$ cat config.mk
export PLATFORM = sky130hd
export DESIGN_NAME = match_sequencer
export DESIGN_NICKNAME = d
export VERILOG_FILES = /design/src/rtl/match_sequencer.sv
export SDC_FILE = /design/constraint.sdc
export NUM_CORES = 1
export LEC_CHECK = 0
export ABC_AREA = 1
export ABC_CLOCK_PERIOD_IN_PS = 1800
export CAP_MARGIN = 20
export CELL_PAD_IN_SITES_DETAIL_PLACEMENT = 0
export CELL_PAD_IN_SITES_GLOBAL_PLACEMENT = 1
export CORE_MARGIN = 3
export CORE_UTILIZATION = 38
export CTS_CLUSTER_DIAMETER = 80
export DETAILED_ROUTE_END_ITERATION = 6
export PLACE_DENSITY_LB_ADDON = 0.1
export SYNTH_ARGS = -nofsm -noshare
export SYNTH_HDL_FRONTEND = slang
export SYNTH_SLANG_ARGS = --single-unit
$ cat constraint.sdc
create_clock -name clk -period 1.8 [get_ports clk]
set_input_delay 0.45 -clock clk [delete_from_list [all_inputs] [get_ports clk]]
set_output_delay 0.45 -clock clk [all_outputs]
set_load 0.02 [all_outputs]
$ cat src/rtl/match_sequencer.sv
// match_sequencer: round and match controller for the tug-of-war game.
//
// Gates when player moves are accepted, runs a per-round countdown,
// pulses the round reset to the light chain and tallies round wins up to a
// best-of target.
//
// Ports:
//   clk          game clock (divided); the only clock in the block
//   reset        synchronous, active-high; forces IDLE and clears every output
//   start        single-cycle pulse; starts a match from IDLE or restarts from OVER
//   humanWin     round won by the human (victory detector)
//   compWin      round won by the computer (victory detector)
//   playEnable   high only in PLAY; gates the move outputs
//   resetRound   one-cycle pulse on every COUNTDOWN entry; recentres the lights
//   phase        IDLE=0, COUNTDOWN=1, PLAY=2, HOLD=3, OVER=4
//   digit        current countdown digit, 0 outside COUNTDOWN
//   humanScore   human round wins
//   compScore    computer round wins
//   roundWinner  00 none, 01 human, 10 computer, 11 tie (HOLD/OVER only)
//   matchOver    high in OVER
//   matchWinner  0 human, 1 computer; valid while matchOver is high
module match_sequencer #(
    parameter int unsigned WIN_TARGET  = 3,
    parameter int unsigned COUNT_FROM  = 3,
    parameter int unsigned COUNT_TICKS = 4,
    parameter int unsigned HOLD_TICKS  = 8
) (
    input  logic       clk,
    input  logic       reset,
    input  logic       start,
    input  logic       humanWin,
    input  logic       compWin,
    output logic       playEnable,
    output logic       resetRound,
    output logic [2:0] phase,
    output logic [2:0] digit,
    output logic [2:0] humanScore,
    output logic [2:0] compScore,
    output logic [1:0] roundWinner,
    output logic       matchOver,
    output logic       matchWinner
);

    typedef enum logic [2:0] {
        StIdle      = 3'd0,
        StCountdown = 3'd1,
        StPlay      = 3'd2,
        StHold      = 3'd3,
        StOver      = 3'd4
    } phase_e;

    localparam logic [2:0] WinTarget = 3'(WIN_TARGET);
    localparam logic [2:0] CountFrom = 3'(COUNT_FROM);
    // Terminal timer values; ranges go up to 256 so an 8-bit timer is enough.
    localparam logic [7:0] CountLast = 8'(COUNT_TICKS - 1);
    localparam logic [7:0] HoldLast  = 8'(HOLD_TICKS - 1);

    phase_e     phase_q, phase_d;
    logic [2:0] digit_q, digit_d;
    logic [7:0] timer_q, timer_d;
    logic [2:0] human_score_q, human_score_d;
    logic [2:0] comp_score_q, comp_score_d;
    logic [1:0] round_winner_q, round_winner_d;
    logic       match_winner_q, match_winner_d;
    logic       match_over_q, match_over_d;
    logic       play_enable_q, play_enable_d;
    logic       reset_round_q, reset_round_d;

    logic [2:0] human_inc;
    logic [2:0] comp_inc;

    assign human_inc = human_score_q + 3'd1;
    assign comp_inc  = comp_score_q + 3'd1;

    always_comb begin
        phase_d        = phase_q;
        digit_d        = digit_q;
        timer_d        = timer_q;
        human_score_d  = human_score_q;
        comp_score_d   = comp_score_q;
        round_winner_d = round_winner_q;
        match_winner_d = match_winner_q;
        reset_round_d  = 1'b0;

        unique case (phase_q)
            StIdle: begin
                if (start) begin
                    phase_d       = StCountdown;
                    digit_d       = CountFrom;
                    timer_d       = 8'd0;
                    reset_round_d = 1'b1;
                end
            end
            StCountdown: begin
                if (timer_q == CountLast) begin
                    timer_d = 8'd0;
                    if (digit_q > 3'd1) begin
                        digit_d = digit_q - 3'd1;
                    end else begin
                        digit_d = 3'd0;
                        phase_d = StPlay;
                    end
                end else begin
                    timer_d = timer_q + 8'd1;
                end
            end
            StPlay: begin
                // Leaving PLAY on the first win cycle is what makes a long
                // win pulse credit only once.
                unique case ({humanWin, compWin})
                    2'b11: begin
                        round_winner_d = 2'b11;
                        phase_d        = StHold;
                        timer_d        = 8'd0;
                    end
                    2'b10: begin
                        human_score_d  = human_inc;
                        round_winner_d = 2'b01;
                        timer_d        = 8'd0;
                        if (human_inc == WinTarget) begin
                            phase_d        = StOver;
                            match_winner_d = 1'b0;
                        end else begin
                            phase_d = StHold;
                        end
                    end
                    2'b01: begin
                        comp_score_d   = comp_inc;
                        round_winner_d = 2'b10;
                        timer_d        = 8'd0;
                        if (comp_inc == WinTarget) begin
                            phase_d        = StOver;
                            match_winner_d = 1'b1;
                        end else begin
                            phase_d = StHold;
                        end
                    end
                    default: ;
                endcase
            end
            StHold: begin
                if (timer_q == HoldLast) begin
                    phase_d        = StCountdown;
                    digit_d        = CountFrom;
                    timer_d        = 8'd0;
                    reset_round_d  = 1'b1;
                    round_winner_d = 2'b00;
                end else begin
                    timer_d = timer_q + 8'd1;
                end
            end
            StOver: begin
                if (start) begin
                    phase_d        = StCountdown;
                    digit_d        = CountFrom;
                    timer_d        = 8'd0;
                    reset_round_d  = 1'b1;
                    human_score_d  = 3'd0;
                    comp_score_d   = 3'd0;
                    round_winner_d = 2'b00;
                    match_winner_d = 1'b0;
                end
            end
            default: begin
                phase_d = StIdle;
            end
        endcase

        // Decoded from the next phase so these flags are registered with it.
        play_enable_d = (phase_d == StPlay);
        match_over_d  = (phase_d == StOver);
    end

    always_ff @(posedge clk) begin
        if (reset) begin
            phase_q        <= StIdle;
            digit_q        <= 3'd0;
            timer_q        <= 8'd0;
            human_score_q  <= 3'd0;
            comp_score_q   <= 3'd0;
            round_winner_q <= 2'b00;
            match_winner_q <= 1'b0;
            match_over_q   <= 1'b0;
            play_enable_q  <= 1'b0;
            reset_round_q  <= 1'b0;
        end else begin
            phase_q        <= phase_d;
            digit_q        <= digit_d;
            timer_q        <= timer_d;
            human_score_q  <= human_score_d;
            comp_score_q   <= comp_score_d;
            round_winner_q <= round_winner_d;
            match_winner_q <= match_winner_d;
            match_over_q   <= match_over_d;
            play_enable_q  <= play_enable_d;
            reset_round_q  <= reset_round_d;
        end
    end

    assign phase       = phase_q;
    assign digit       = digit_q;
    assign humanScore  = human_score_q;
    assign compScore   = comp_score_q;
    assign roundWinner = round_winner_q;
    assign matchWinner = match_winner_q;
    assign matchOver   = match_over_q;
    assign playEnable  = play_enable_q;
    assign resetRound  = reset_round_q;

endmodule

Word-level counts from Yosys, hierarchy flattened
Cells that the tools add are included.

cells by class
  reductions and logical operators = 13
  mux-type cells = 35
  eq/ne operators = 24
  $add $sub $neg = 4
  order comparisons = 1

operators with widths
  operator                                                                 count
  3-bit two-way mux                                                        13
  8-bit two-way mux                                                        4
  8-bit one-hot mux with 4 select lines                                    1
  3-bit one-hot mux with 3 select lines                                    2
  3-bit by 2-bit equality test with 1-bit output, second input constant    5
  2-bit one-hot mux with 3 select lines                                    2
  3-bit one-hot mux with 2 select lines                                    2
  3-bit one-hot mux with 4 select lines                                    1
  2-bit inequality test, second input constant                             5
  3-bit AND reduction                                                      3
  8-bit by 1-bit adder with 8-bit output, second input constant            1
  8-bit by 2-bit equality test with 1-bit output, second input constant    1
  8-bit by 3-bit equality test with 1-bit output, second input constant    1
  4-bit AND reduction                                                      2
  3-bit by 1-bit adder with 3-bit output, second input constant            2
  3-bit equality test, second input constant                               2
  3-bit inequality test, second input constant                             2
  1-bit one-hot mux with 2 select lines                                    3
  3-bit nonzero test                                                       2
  1-bit two-way mux                                                        5
  5-bit AND reduction                                                      1
  2-bit equality test, second input constant                               2
  2-bit two-way mux                                                        2
  2-bit by 1-bit inequality test with 1-bit output, second input constant  2
  other kinds (11)                                                         11

word-level totals
  bits in registers = 26
  logic and storage cells = 87

Longest topological paths before layout
  depth after elaboration = 6
  depth in mapped cells = 10
  depth with buffers taken out = 10

Least setup slack after synthesis
Ideal clock, no wire load.

  path kind = register to register
  start point = register phase_q[1] (netlist: phase[1])
  end point = register timer_q[5]
  required time = 1.685 ns
  path slack = 0.412 ns
  library setup time = 0.115 ns
  clock period less this slack = 1.388 ns
  data arrival time = 1.272 ns
  cell stages (with the launch flop) = 8
  cells stage by stage = dfxtp_1 -> nor2_2 -> nand2_1 -> nand2_2 -> nor2_8 -> nand2_1 -> xor2_1 -> nor2_2

on the way
  longest elaborated chain between the ends = 4
  elaborated cells on any way between the ends = 11
  those cells by class = eq/ne: 6; mux: 1; reduce/logical: 4

ends and longest elaborated chain
  element                                                                                           line  RTL
  from (decl)                                                                                       58    phase_e phase_q, phase_d;
  from (signal assigned)                                                                            176   phase_q <= StIdle;
  from (signal assigned)                                                                            187   phase_q <= phase_d;
  3-bit equality test or 3-bit zero test (tied branches)                                            85    unique case (phase_q)
  2-bit OR reduction (no line)                                                                      -
  4-bit nonzero test (no line) or 2-bit by 1-bit inequality test with 1-bit output (tied branches)  -
  3-bit AND reduction (no line)                                                                     -
  to (signal assigned)                                                                              189   timer_q <= timer_d;
  to (decl)                                                                                         60    logic [7:0] timer_q, timer_d;

Several ways; a longest one is shown, not always the timed one.
A chain may end at the register's enable or synchronous reset.

Worst setup path in the final report
  start point = register digit_q[2] (netlist: digit[2])
  end point = output port digit[2]

RTL lines
  element                 line  RTL
  from (decl)             59    logic [2:0] digit_q, digit_d;
  from (signal assigned)  188   digit_q <= digit_d;
  to (decl)               36    output logic [2:0] digit,

No word-level cell between the ends.

==> flow_summary.json <==
{
  "post-route-drc-count": 0,
  "die_x_microns": 69.3,
  "hold_path.class": "register to register",
  "clockBufferDepth": 2,
  "synth_cell_types": 26,
  "wl_met2_mm": 1.64,
  "critPathTopFamily": "buffers and inverters",
  "syn_nets": 238,
  "drt-wirelength-per-cell_microns": 11.3,
  "critical_path_class": "register to primary output",
  "postCtsHoldBufs": 0,
  "p_switching_uw": 345,
  "grt_pass1_wl_mm": 6.06,
  "crit_arrival_ps": 1290,
  "dieArea_sq_mm": 0.00480,
  "drive_gt1_share_pct": 11.4,
  "cp_max_fo": 4,
  "cts_sinks": 26,
  "pwr-share-clk_pct": 38.1,
  "finClkSkew_ps": 4.50,
  "syn_inst": 226,
  "drt-met1-wl_mm": 1.59,
  "leakagePower_nw": 0.865,
  "initial_core_util_pct": 40.3,
  "swShare_pct": 26.3,
  "clock.fmax_mhz": 574,
  "yosys_warnings": 0,
  "drt_wl_total_mm": 3.42,
  "sequentialPowerShare_pct": 46.1,
  "worst_slew_pin_slew_ps": 300,
  "end_kind": "primary output",
  "setup_viol": 0,
  "timing.final.hold_violations": 0,
  "ant_nets": 0,
  "ys_seq_area_share_pct": 34.2,
  "grt_antenna_before_repair": 0,
  "first_pass_iters": 5,
  "timing.final.crit_share_pct": 96.8,
  "grtUsageTotal_pct": 15.4,
  "slew_viol_final": 0,
  "htreeDepth": 1,
  "cts_buffers": 3,
  "globalplace.congestion": 0.801,
  "fin_crit_ps": 1740,
  "place_hpwl_mm": 2.56,
  "first_global_vias": 1379,
  "final_nets": 267,
  "coreArea_sq_mm": 0.00377,
  "final_core_util_pct": 50.4,
  "cts_tree": "done",
  "pre_cts_ws_ps": -2.15,
  "p_total_mw": 1.31,
  "cts_setup_buffers": 0,
  "cpMaxStageDelayCell": "clkdlybuf4s50_1",
  "drtIter0Drc": 86,
  "syn_area_per_cell_sq_um": 6.73,
  "start_kind": "register",
  "n_fill_cell": 379,
  "grt_start_max_net_pins": 16,
  "die_y_microns": 69.3,
  "cp_slowest_stage_delay_ps": 620,
  "rsz0062_at_grt": "false",
  "p_int_uw": 967,
  "io_pins": 23,
  "dpl_cell_area_sq_mm": 0.00182,
  "cp_cell_sequence": "clkdlybuf4s50_1",
  "powerDensity_mw_per_mm2": 691,
  "vias_per_cell": 4.79,
  "dr_total_vias": 1447,
  "cp.required_ps": 1350,
  "clock_latency_ps": 280,
  "portBuffers": 22,
  "diodes": 0,
  "slew-limit-headroom_pct": 79.8,
  "stdcell_area_sq_mm": 0.00190,
  "cap_viol_max_count": 0,
  "top_layer": "met4",
  "finalWorstSetupSlack_ps": 58.1,
  "overflow": 0,
  "status": "completed",
  "ys_seq_elements": 26,
  "cts_root_buf": "clkbuf_8",
  "area.growth.synth_to_final_pct": 24.9,
  "irDropWorstVdd_mv": 0.381,
  "power_frac_comb_pct": 15.7,
  "synth_area_sq_mm": 0.00152,
  "dr_wl_met3_microns": 132,
  "rows": 22,
  "clkTransAtPathRegs_ps": 100,
  "crit_buf_inv": 1
}
flip-flops by register name (all words and copies together), names as in the netlist:
name	flops
matchWinner	1
digit	3
compScore	3
phase	3
matchOver	1
humanScore	3
roundWinner	2
timer_q	8
playEnable	1
resetRound	1
final cells by class:
| class | instances | area (sq um) | area share (%) |
|---|---|---|---|
| Inverter | 33 | 126 | 6.65 |
| Clock buffer | 3 | 41.3 | 2.17 |
| Sequential cell | 26 | 520 | 27.4 |
| Multi-Input combinational cell | 166 | 870 | 45.8 |
| Clock inverter | 1 | 30.0 | 1.58 |
| Tap cell | 48 | 60.1 | 3.16 |
| Timing Repair Buffer | 25 | 251 | 13.2 |
what timing repair did:
action                                  4_1_cts  5_1_grt
resized for setup                             1        4
endpoints found under the setup margin        1        4
gates cloned                                  0        0
cell usage after synthesis (all sizes together):
cell type,count,area (sq um)
xor2,3,26.3
o21ai,11,70.1
nand3,18,100
o211ai,1,7.51
ha,7,87.6
nand4,3,18.8
inv,33,126
a21oi,19,95.1
clkbuf,1,3.75
nand2,50,195
o21bai,1,7.51
nor3b,1,7.51
nor2,48,221
dfxtp,26,521
xnor2,2,17.5
nor3,2,15.0
final timing paths:
kind,start,endpoint,slack [ps],cells after the start
max,digit[2]$_SDFFE_PP0P_,digit[2],60,1
min,roundWinner[1]$_SDFFE_PP0P_,roundWinner[1]$_SDFFE_PP0P_,470,2
max reg2reg,timer_q[0]$_SDFFE_PP0P_,digit[0]$_SDFFE_PP0P_,230,6
min reg2reg,roundWinner[1]$_SDFFE_PP0P_,roundWinner[1]$_SDFFE_PP0P_,470,2
cells in the final DEF, fill, tap and decap left out, types with 2 or more instances in the layout:
cell type	Yosys	layout
nor2_1	41	41
nand2_2	3	3
buf_4	0	3
nor2_4	2	2
dfxtp_1	26	26
clkbuf_8	0	3
nand4_1	3	3
a21oi_1	19	19
ha_1	7	7
nor2_2	4	4
o21ai_1	4	4
inv_2	4	4
o21ai_0	3	3
xnor2_1	2	2
nand3_1	16	16
inv_1	28	28
nand3_2	2	2
xor2_1	3	3
o21ai_2	4	4
nand2_1	47	47
dlymetal6s2s_1	0	4
clkdlybuf4s50_1	0	17
kinds of logic after synthesis:
| kind of cell | share of synthesized area (%) |
|---|---|
| DFF | 34.2 |
| xor gates and xnor gates | 2.88 |
| AOI/OAI and AO/OA | 11.9 |
| adders and majority gates | 5.76 |
| buffers and inverters | 8.56 |
| and+or+nand+nor | 36.7 |
layer usage:
metal  track usage (%)  vias to the layer above
met3              3.48                        6
li1                  -                      773
met4              5.21                        0
met2              24.8                       30
met5                 0                        -
met1              20.3                      638
through the flow:
step,setup TNS (ps),cells,hold WS [ps]
2_1_floorplan,0,226,453
3_3_place_gp,-6.25,298,462
3_5_place_dp,-3.95,298,465
4_1_cts,0,302,479
5_1_grt,0,302,503
6_report,0,302,473
power by group through the flow:
| stage | sequential [mW] | combinational (mW) | clock [mW] |
|---|---|---|---|
| global placement | 0.619 | 0.210 | 0 |
| CTS | 0.606 | 0.209 | 0.517 |
| floorplan | 0.631 | 0.128 | 0 |
| detailed placement | 0.619 | 0.210 | 0 |
| finish | 0.605 | 0.207 | 0.500 |
| global route | 0.609 | 0.233 | 0.536 |
Power figures use the tool's default switching activity.
